==> src/rtl/uart_rx_fifo_if.sv <==
// uart_rx_fifo_if: FIFO read-side and status bundle of the UART receiver.
// master = consumer of received bytes, slave = the receiver itself.
`default_nettype none
`timescale 1ns/1ps

interface uart_rx_fifo_if #(
  parameter int data_bits   = 8,
  parameter int fifo_addr_w = 4
);
  logic                   rd_en;
  logic                   err_clr;
  logic [data_bits-1:0]   rd_data;
  logic                   empty;
  logic                   full;
  logic [fifo_addr_w:0]   count;
  logic                   frame_err;
  logic                   parity_err;
  logic                   overrun;

  modport master (
    output rd_en, err_clr,
    input  rd_data, empty, full, count, frame_err, parity_err, overrun
  );

  modport slave (
    input  rd_en, err_clr,
    output rd_data, empty, full, count, frame_err, parity_err, overrun
  );
endinterface

`default_nettype wire

==> src/rtl/uart_rx_fifo.sv <==
// uart_rx_fifo: 16x oversampled UART receiver feeding a first-word fall-through FIFO.
// Optional macro UART_RX_TIMEOUT_EN adds the rx_timeout idle-pulse output.
`default_nettype none
`timescale 1ns/1ps

module uart_rx_fifo #(
  parameter int clk_freq       = 50000000,
  parameter int uart_baud_rate = 9600,
  parameter int data_bits      = 8,
  parameter int parity_mode    = 0,
  parameter int stop_bits      = 1,
  parameter int fifo_addr_w    = 4
) (
  input  wire            clk,
  input  wire            rst,
  input  wire            rxd,
  uart_rx_fifo_if.slave  bus
`ifdef UART_RX_TIMEOUT_EN
  ,
  output logic           rx_timeout
`endif
);

  localparam int DIV_RAW = clk_freq / (uart_baud_rate * 16);
  localparam int DIV     = (DIV_RAW < 1) ? 1 : DIV_RAW;
  localparam int DIV_W   = (DIV > 1) ? $clog2(DIV) : 1;
  localparam int DEPTH   = 1 << fifo_addr_w;

  typedef enum logic [2:0] {
    ST_IDLE, ST_START, ST_DATA, ST_PARITY, ST_STOP, ST_BREAK
  } state_t;

  state_t                 state, state_nxt;
  logic                   sync1, rxd_s, rxd_prev;
  logic [DIV_W-1:0]       div_cnt;
  logic                   tick, start_edge, sample;
  logic [3:0]             tick_cnt, tick_nxt;
  logic [3:0]             bit_cnt, bit_nxt;
  logic [data_bits-1:0]   shift, shift_nxt;
  logic                   push, set_ferr, set_perr;

  logic [data_bits-1:0]   mem [DEPTH];
  logic [fifo_addr_w-1:0] wr_ptr, rd_ptr;
  logic [fifo_addr_w:0]   cnt;
  logic                   empty_w, full_w, do_pop, do_push, drop;
  logic                   ferr, perr, ovr;

  always_ff @(posedge clk or negedge rst) begin
    if (!rst) begin
      sync1    <= 1'b1;
      rxd_s    <= 1'b1;
      rxd_prev <= 1'b1;
    end else begin
      sync1    <= rxd;
      rxd_s    <= sync1;
      rxd_prev <= rxd_s;
    end
  end

  assign start_edge = (state == ST_IDLE) && rxd_prev && !rxd_s;
  assign tick       = (div_cnt == DIV_W'(DIV - 1));
  // Start bit is judged at its middle (tick 7); every later bit 16 ticks apart.
  assign sample     = tick && ((state == ST_START) ? (tick_cnt == 4'd7) : (tick_cnt == 4'd15));

  always_ff @(posedge clk or negedge rst) begin
    if (!rst)                    div_cnt <= '0;
    else if (start_edge || tick) div_cnt <= '0;
    else                         div_cnt <= div_cnt + DIV_W'(1);
  end

  always_ff @(posedge clk or negedge rst) begin
    if (!rst) begin
      state    <= ST_IDLE;
      tick_cnt <= '0;
      bit_cnt  <= '0;
      shift    <= '0;
    end else begin
      state    <= state_nxt;
      tick_cnt <= tick_nxt;
      bit_cnt  <= bit_nxt;
      shift    <= shift_nxt;
    end
  end

  always_comb begin
    state_nxt = state;
    tick_nxt  = tick ? tick_cnt + 4'd1 : tick_cnt;
    bit_nxt   = bit_cnt;
    shift_nxt = shift;
    push      = 1'b0;
    set_ferr  = 1'b0;
    set_perr  = 1'b0;
    unique case (state)
      ST_IDLE: begin
        if (start_edge) begin
          state_nxt = ST_START;
          tick_nxt  = '0;
        end
      end
      ST_START: begin
        if (sample) begin
          tick_nxt  = '0;
          bit_nxt   = '0;
          state_nxt = rxd_s ? ST_IDLE : ST_DATA;
        end
      end
      ST_DATA: begin
        if (sample) begin
          shift_nxt = {rxd_s, shift[data_bits-1:1]};
          if (bit_cnt == 4'(data_bits - 1)) begin
            bit_nxt   = '0;
            state_nxt = (parity_mode != 0) ? ST_PARITY : ST_STOP;
          end else begin
            bit_nxt = bit_cnt + 4'd1;
          end
        end
      end
      ST_PARITY: begin
        if (sample) begin
          set_perr  = (^shift) ^ rxd_s ^ (parity_mode == 1);
          state_nxt = ST_STOP;
        end
      end
      ST_STOP: begin
        if (sample) begin
          if (!rxd_s) begin
            set_ferr  = 1'b1;
            state_nxt = ST_BREAK;
          end else if (bit_cnt == 4'(stop_bits - 1)) begin
            push      = 1'b1;
            state_nxt = ST_IDLE;
          end else begin
            bit_nxt = bit_cnt + 4'd1;
          end
        end
      end
      ST_BREAK: begin
        if (rxd_s) state_nxt = ST_IDLE;
      end
      default: state_nxt = ST_IDLE;
    endcase
  end

  assign empty_w = (cnt == '0);
  assign full_w  = cnt[fifo_addr_w];
  assign do_pop  = bus.rd_en && !empty_w;
  // A pop in the same cycle frees the slot, so a full FIFO still accepts the push.
  assign do_push = push && (!full_w || do_pop);
  assign drop    = push && full_w && !do_pop;

  always_ff @(posedge clk or negedge rst) begin
    if (!rst) begin
      for (int i = 0; i < DEPTH; i++) mem[i] <= '0;
      wr_ptr <= '0;
      rd_ptr <= '0;
      cnt    <= '0;
    end else begin
      if (do_push) begin
        mem[wr_ptr] <= shift;
        wr_ptr      <= wr_ptr + fifo_addr_w'(1);
      end
      if (do_pop) rd_ptr <= rd_ptr + fifo_addr_w'(1);
      if (do_push && !do_pop)      cnt <= cnt + (fifo_addr_w+1)'(1);
      else if (do_pop && !do_push) cnt <= cnt - (fifo_addr_w+1)'(1);
    end
  end

  always_ff @(posedge clk or negedge rst) begin
    if (!rst) begin
      ferr <= 1'b0;
      perr <= 1'b0;
      ovr  <= 1'b0;
    end else begin
      if (set_ferr)         ferr <= 1'b1;
      else if (bus.err_clr) ferr <= 1'b0;
      if (set_perr)         perr <= 1'b1;
      else if (bus.err_clr) perr <= 1'b0;
      if (drop)             ovr  <= 1'b1;
      else if (bus.err_clr) ovr  <= 1'b0;
    end
  end

  assign bus.rd_data    = mem[rd_ptr];
  assign bus.empty      = empty_w;
  assign bus.full       = full_w;
  assign bus.count      = cnt;
  assign bus.frame_err  = ferr;
  assign bus.parity_err = perr;
  assign bus.overrun    = ovr;

`ifdef UART_RX_TIMEOUT_EN
  localparam int CHAR_TICKS = (1 + data_bits + ((parity_mode != 0) ? 1 : 0) + stop_bits) * 16;
  localparam int TO_TICKS   = 4 * CHAR_TICKS;
  localparam int TO_W       = $clog2(TO_TICKS + 1);

  logic [TO_W-1:0] idle_cnt;

  // Saturates at the limit so one idle stretch yields exactly one pulse.
  always_ff @(posedge clk or negedge rst) begin
    if (!rst) begin
      idle_cnt   <= '0;
      rx_timeout <= 1'b0;
    end else begin
      rx_timeout <= 1'b0;
      if (empty_w || start_edge || do_pop) begin
        idle_cnt <= '0;
      end else if (tick && (idle_cnt != TO_W'(TO_TICKS))) begin
        idle_cnt <= idle_cnt + TO_W'(1);
        if (idle_cnt == TO_W'(TO_TICKS - 1)) rx_timeout <= 1'b1;
      end
    end
  end
`endif

endmodule

`default_nettype wire
==> src/flat_wrapper.sv <==
// flat-port wrapper written by rule: the top's interface ports become plain ports
module uart_rx_fifo_flat 
#(
  parameter int clk_freq       = 50000000,
  parameter int uart_baud_rate = 9600,
  parameter int data_bits      = 8,
  parameter int parity_mode    = 0,
  parameter int stop_bits      = 1,
  parameter int fifo_addr_w    = 4
)
  (clk, rst, rxd, bus_rd_en, bus_err_clr, bus_rd_data, bus_empty, bus_full, bus_count, bus_frame_err, bus_parity_err, bus_overrun);
  uart_rx_fifo_if #(.data_bits(data_bits), .fifo_addr_w(fifo_addr_w)) bus_i ();
  input  wire clk;
  input  wire rst;
  input  wire rxd;
  input wire logic [$bits(bus_i.rd_en)-1:0] bus_rd_en;
  input wire logic [$bits(bus_i.err_clr)-1:0] bus_err_clr;
  output wire logic [$bits(bus_i.rd_data)-1:0] bus_rd_data;
  output wire logic [$bits(bus_i.empty)-1:0] bus_empty;
  output wire logic [$bits(bus_i.full)-1:0] bus_full;
  output wire logic [$bits(bus_i.count)-1:0] bus_count;
  output wire logic [$bits(bus_i.frame_err)-1:0] bus_frame_err;
  output wire logic [$bits(bus_i.parity_err)-1:0] bus_parity_err;
  output wire logic [$bits(bus_i.overrun)-1:0] bus_overrun;
  assign bus_i.rd_en = bus_rd_en;
  assign bus_i.err_clr = bus_err_clr;
  assign bus_rd_data = bus_i.rd_data;
  assign bus_empty = bus_i.empty;
  assign bus_full = bus_i.full;
  assign bus_count = bus_i.count;
  assign bus_frame_err = bus_i.frame_err;
  assign bus_parity_err = bus_i.parity_err;
  assign bus_overrun = bus_i.overrun;
  uart_rx_fifo #(.clk_freq(clk_freq), .uart_baud_rate(uart_baud_rate), .data_bits(data_bits), .parity_mode(parity_mode), .stop_bits(stop_bits), .fifo_addr_w(fifo_addr_w)) u_core (.clk(clk), .rst(rst), .rxd(rxd), .bus(bus_i));
endmodule
==> config.mk <==
export PLATFORM = sky130hd
export DESIGN_NAME = uart_rx_fifo_flat
export DESIGN_NICKNAME = d
export VERILOG_FILES = /design/src/rtl/uart_rx_fifo_if.sv /design/src/rtl/uart_rx_fifo.sv /design/src/flat_wrapper.sv
export SDC_FILE = /design/constraint.sdc
export NUM_CORES = 1
export LEC_CHECK = 0
export BUFFER_PORTS_ARGS = -buffer_cell sky130_fd_sc_hd__buf_2
export CORE_MARGIN = 3
export CORE_UTILIZATION = 51
export CTS_BUF_LIST = sky130_fd_sc_hd__clkbuf_8
export CTS_CLUSTER_DIAMETER = 200
export CTS_CLUSTER_SIZE = 14
export DETAILED_ROUTE_END_ITERATION = 10
export PLACE_DENSITY = 0.76
export SYNTH_ARGS = -nofsm -noshare
export SYNTH_HDL_FRONTEND = slang
export SYNTH_SLANG_ARGS = --single-unit
export TNS_END_PERCENT = 100
==> constraint.sdc <==
create_clock -name clk -period 4.6 [get_ports clk]
set_input_delay 0.46 -clock clk [delete_from_list [all_inputs] [get_ports clk]]
set_output_delay 0.46 -clock clk [all_outputs]
set_load 0.02 [all_outputs]
Word level (Yosys, flattened, before mapping)
Index checks and enable logic that the tools add are counted.

operators by class
  multipliers = 0
  $lt $le $gt $ge = 3
  add/sub/neg operators = 7
  equality and inequality tests = 19
  divide/modulo/power cells = 0
  bitwise logic cells = 3
  shifts and indexed selects = 0
  reductions and logical operators = 29
  muxes and demuxes = 45

operator list
  cell                 number
  $bwmux 128           1
  $mux 4               9
  $bmux 8 s4           1
  $demux 8 s4          1
  $mux 3               9
  $mux 8               3
  $pmux 3 s6           1
  $add 4x1->4 const B  4
  $ne 2x1->1 const B   8
  $mux 1               14
  $pmux 4 s3           1
  $ge 5x5->1 const B   2
  $logic_and 1x1->1    10
  $mux 5               2
  $not 4->5            2
  $add 9x1->9 const B  1
  $eq 9x9->1 const B   1
  $mux 9               1
  $eq 4x3->1 const B   2
  $pmux 4 s2           1
  $reduce_and 8->1     1
  $reduce_bool 2->1    4
  $reduce_xor 8->1     1
  $eq 3x2->1 const B   2
  18 further kinds     24

word-level totals
  memories = 0
  ROM bits = 0
  bits in registers = 175
  bits in latches = 0
  output and inout bits = 18
  bits in writable memories = 0

Longest topological paths before layout
  depth after elaboration = 10
  mapped depth = 17

Worst setup path before layout
Ideal clock, no wire load.

  kind = register to register
  start point = reg u_core.div_cnt[0]
  end point = reg u_core.cnt[4] (netlist: u_core.bus.count[4])
  arrival = 3.112 ns
  stages on the path, launching flop included = 18
  slack = 1.354 ns
  library setup time = 0.133 ns
  clock period less this slack = 3.246 ns
  required time = 4.467 ns
  cell sequence = dfrtp_1 -> inv_1 -> ha_1 -> and4b_1 -> clkbuf_1 -> and4_1 -> buf_2 -> buf_8 -> nand3_1 -> inv_1 -> ha_1 -> inv_1 -> fa_1 -> a21o_1 -> a21oi_1 -> xnor2_1 -> nor2_1 -> xor2_1

between the ends
  longest elaborated chain between the ends = 8
  elaborated cells on any way between the ends = 10

RTL lines
  element                      RTL line             RTL
  start, declared              uart_rx_fifo.sv:35   logic [DIV_W-1:0] div_cnt;
  start signal, assigned       uart_rx_fifo.sv:68   else div_cnt <= div_cnt + DIV_W'(1);
  $eq 9x9->1 *                 uart_rx_fifo.sv:61   assign tick = (div_cnt == DIV_W'(DIV - 1));
  $logic_and 1x1->1 *          uart_rx_fifo.sv:63   assign sample = tick && ((state == ST_START) ? (tick_cnt == 4'd7) : (tick_cnt == 4'd15));
  $mux 1 *                     uart_rx_fifo.sv:125  if (sample) begin
  $mux 1 *                     uart_rx_fifo.sv:93   unique case (state)
  $logic_and 1x1->1 *          uart_rx_fifo.sv:148  assign do_push = push && (!full_w || do_pop);
  via u_core.do_push           uart_rx_fifo.sv:45   logic empty_w, full_w, do_pop, do_push, drop;
  $logic_not 1->1              uart_rx_fifo.sv:164  else if (do_pop && !do_push) cnt <= cnt - (fifo_addr_w+1)'(1);
  $logic_and 1x1->1            uart_rx_fifo.sv:164
  $reduce_bool 2->1 (no line)  -
  end signal, assigned         uart_rx_fifo.sv:163  if (do_push && !do_pop) cnt <= cnt + (fifo_addr_w+1)'(1);
  end signal, assigned         uart_rx_fifo.sv:164
  end, declared                uart_rx_fifo.sv:44   logic [fifo_addr_w:0] cnt;

Mark *: on every way through the listed nets, which the timed path passes. The rest lies on a longest branch.
A chain may end at the register's enable or synchronous reset.

Final worst setup path
  start point = reg u_core.state[0]
  end point = reg u_core.cnt[4] (netlist: u_core.bus.count[4])

between the ends
  longest elaborated chain between the ends = 9
  elaborated cells on any way between the ends = 12

RTL lines
  element                      RTL line             RTL
  start, declared              uart_rx_fifo.sv:33   state_t state, state_nxt;
  start signal, assigned       uart_rx_fifo.sv:78   state <= state_nxt;
  $eq 3x1->1                   uart_rx_fifo.sv:63
  $mux 1                       uart_rx_fifo.sv:63
  $logic_and 1x1->1            uart_rx_fifo.sv:63
  $mux 1                       uart_rx_fifo.sv:125
  $mux 1 *                     uart_rx_fifo.sv:93
  $logic_and 1x1->1 *          uart_rx_fifo.sv:148
  via u_core.do_push           uart_rx_fifo.sv:45
  $logic_not 1->1              uart_rx_fifo.sv:164
  $logic_and 1x1->1            uart_rx_fifo.sv:164
  $reduce_bool 2->1 (no line)  -

Marked as above.

==> results.tsv <==
stage	metric	value	unit
power	Tot Pwr	0.00335	W
die	core area	0.0161	sq mm
routing	vias per inst	5.85	
timing	final setup fails	0	
critical_path	CP max FO	13	
timing	f_max	268	MHz
yosys	top post-synthesis cells by area	dfrtp_1, mux2_2, mux4_2	
final_layout	Multi-input gate area	0.00383	sq mm
yosys	Post-synth EDFFs	0	
yosys	Synth cell types	47	
timing	RSZ-0062 raised after global routing	no	
timing	post-route clock period utilization	81.0	%
cts	Num CTS Buffers	17	
yosys	ys async rst share	100	%
global_routing	pin count of the biggest net entering global routing	96	
yosys	flops & latches, synth	175	
die	Starting Density	52.6	%
cts	Clock Pin Slew Worst Setup and Hold Paths	90	ps
critical_path	Crit path largest cell delay	560	ps
routing	Remaining DRCs	0	
die	Die Ht	135	um
timing	final hold vios	0	
cts	H-tree Lvls	4	
routing	DR WL/cell	19.8	um
place	Area after DPL	0.00869	sq mm
critical_path	CP max-delay cell	dfrtp_1	
global_routing	antenna violations before repair	1	
routing	first drt pass iteration count	4	
die	die width	135	um
timing	setup TNS	0	ps
critical_path	Worst R2R Start	u_core.state[0]	
global_routing	total track usage	19.4	%
critical_path	Worst Setup End Kind	flip-flop	
critical_path	CP required	4950	ps
cts	CTS tree	built	
final_layout	antenna cells	0	
critical_path	crit path cell chain	nor3b_2 -> xor2_1 -> and4_1 -> buf_4 -> nand3_1 -> inv_1 -> ha_1 -> inv_1 -> fa_1 -> a21o_1 -> a21oi_1 -> xnor2_1 -> nor2_1 -> xor2_1	
timing	pin slew with the least headroom to its limit	907	ps
routing	DRT iter0 DRCs	437	
critical_path	internal reg-to-reg setup slack	870	ps
routing	Detail Route Antenna Nets	0	
cts	CTS Hold Bufs	0	
global_routing	vias in the first global route	5083	
critical_path	CP endpoint	u_core.bus.count[4]	
yosys	Synth area leader	dfrtp_1	
final_layout	layout net count	618	
yosys	Synth Cell Area	0.00845	sq mm
yosys	Synth Warn #	0	
yosys	share of the synthesized area in the top cell type	50.9	%
final_layout	Seq. cell area	0.00439	sq mm
cts	clk sinks	175	
cts	Worst-Skew Late Latency	470	ps
critical_path	critical path class	flip-flop to flip-flop	
place	detailed placement HPWL	11300	um
global_routing	GRT Residual Overflow	0	
cts	Longest Clk Path Bufs	2	
final_layout	share of cells above drive strength 1	41.6	%
run	max-cap viol count	0	
place	port bufs	22	
die	# rows	46	
yosys	post-synth net total	616	
outcome	status	completed	
die	num ports	23	
yosys	Main synth FF type	dfrtp_1	
cts	setup bufs post-CTS	0	
final_layout	utilization after layout	56.3	%
yosys	most instantiated cells after synthesis	dfrtp_1, mux2_2, mux4_2, clkbuf_1, nor2_1	
timing	clock skew	7.52	ps
timing	Slew Viols, Final	0	
min_path	Worst Hold Class	input port to asynchronous set/reset pin	
critical_path	CP Launch Type	flip-flop	
power	worst ir drop on vdd	0.000293	V
yosys	gate count of the mapped netlist	596	
place	routability cong.	0.843	
critical_path	CP Depth	14	
die	die area	0.0182	sq mm
cts	root buffer cell	clkbuf_8	
routing	via count	4836	
final_layout	Finished Cell Area	0.00905	sq mm
critical_path	Critical path buffers and inverters	3	
critical_path	delay-heaviest family, CP	simple AND/OR/NAND/NOR gates	
cts	CTS resizes	0	
final_layout	Layout area overhead	7.01	%
critical_path	CP startpoint	u_core.state[0]	
power	LEAKAGE	4.26	nW
routing	final WL	16400	um
final_layout	number of fill cells in the layout	1240	
critical_path	worst reg2reg path depth	14	
yosys	count leader, synth	dfrtp_1	
yosys	Mapped Avg Cell Area	14.2	sq um
timing	Max-slew headroom	39.6	%
global_routing	first-pass GRT wire length	27200	um
yosys	register area share after synthesis	51.8	%
power	PD cells	370	mW/mm^2
critical_path	Arr. time, crit path	4080	ps
timing	fin crit period	3730	ps
critical_path	Worst R2R End	u_core.bus.count[4]	
-- kinds of logic (layout without fill, tap and decap cells) --
kind of cell / after synthesis / count (layout) / synth area share, %
AOI/OAI and AO/OA: 30 / 30 / 2.21
xor gates and xnor gates: 31 / 31 / 3.21
buffers and inverters: 58 / 72 / 2.84
muxes: 177 / 177 / 28.9
adders and majority gates: 15 / 15 / 2.31
DFF: 175 / 175 / 51.8
and+or+nand+nor: 110 / 110 / 8.69
-- per-stage QoR --
stage,worst slack [ps],hold slack [ps],cells
finish,872,64.4,826
global route,614,63.2,826
CTS,883,65.7,826
detailed placement,915,351,795
global placement,1110,351,795
floorplan,1350,164,596
-- state kept, by name, indices dropped and copies added (netlist names), 3 cells and up --
| signal | count |
|---|---|
| u_core.mem | 128 |
| u_core.div_cnt | 9 |
| u_core.shift | 8 |
| u_core.bus.count | 5 |
| u_core.bit_cnt | 4 |
| u_core.rd_ptr | 4 |
| u_core.tick_cnt | 4 |
| u_core.wr_ptr | 4 |
| u_core.state | 3 |
-- layout by cell type, fill, tap and decap left out, types with 2 or more instances in the layout --
| cell type | count |
|---|---|
| nand3_1 | 13 |
| buf_4 | 4 |
| ha_1 | 14 |
| clkinv_2 | 3 |
| clkbuf_8 | 19 |
| o21ai_0 | 9 |
| nand2_1 | 19 |
| clkinvlp_4 | 3 |
| dfrtp_2 | 2 |
| buf_2 | 21 |
| mux2_2 | 137 |
| xor2_1 | 13 |
| nor3b_1 | 2 |
| dfrtp_1 | 170 |
| nor2b_1 | 3 |
| inv_6 | 2 |
| nand2b_1 | 5 |
| a21o_1 | 3 |
| mux4_2 | 40 |
| nand3_4 | 9 |
| and2_1 | 3 |
| and3_1 | 8 |
| nand4_1 | 11 |
| a22o_1 | 2 |
| inv_1 | 18 |
| nor2_2 | 3 |
| a21oi_1 | 8 |
| nor3b_2 | 2 |
| dfstp_2 | 3 |
| xnor2_1 | 18 |
| nor2_1 | 22 |
| o32ai_1 | 2 |
-- how the worst min path moves through the flow --
stage / start / to / slack, ps / cells past startpoint
floorplan: rst / u_core.bit_cnt[0] / 160 / 0
global placement: u_core.sync1 / u_core.rxd_s / 350 / 0
detailed placement: u_core.sync1 / u_core.rxd_s / 350 / 0
CTS: rxd / u_core.sync1 / 70 / 1
global route: rxd / u_core.sync1 / 60 / 1
finish: rst / u_core.mem[125] / 60 / 1
-- worst register-to-register path: stages, from the launching register on --
cell and delay [ps]:
dfrtp_1 560, nor3b_2 260, xor2_1 470, and4_1 300, buf_4 290, nand3_1 190, inv_1 100, ha_1 180
inv_1 110, fa_1 420, a21o_1 180, a21oi_1 190, xnor2_1 140, nor2_1 70, xor2_1 140
-- area by class of cell --
cell class | count | area share [%]
clock buffers | 19 | 2.89
clock inverters | 12 | 1.06
inverters | 15 | 0.622
multi-input cells | 363 | 42.3
flip-flops and latches | 175 | 48.5
well taps | 216 | 2.99
repair buffers | 26 | 1.62
-- layer usage --
layer / GRT usage (%) / wire, um / share of wire, % / vias to the layer above
met5: 0 / 11 / 0.067 / -
met4: 6.90 / 290 / 1.8 / 2
met3: 4.62 / 747 / 4.6 / 29
met2: 31.4 / 8300 / 51 / 95
met1: 25.9 / 7010 / 43 / 2547
li1: - / - / - / 2163
-- power breakdown --
group,internal [W],total [W],switching [W]
Sequential,0.00161,0.00179,0.000183
Clock,0.000447,0.000983,0.000535
Combinational,0.000278,0.000574,0.000296
Total,0.00234,0.00335,0.00101
Note: power is estimated with default switching activity, not from simulation.
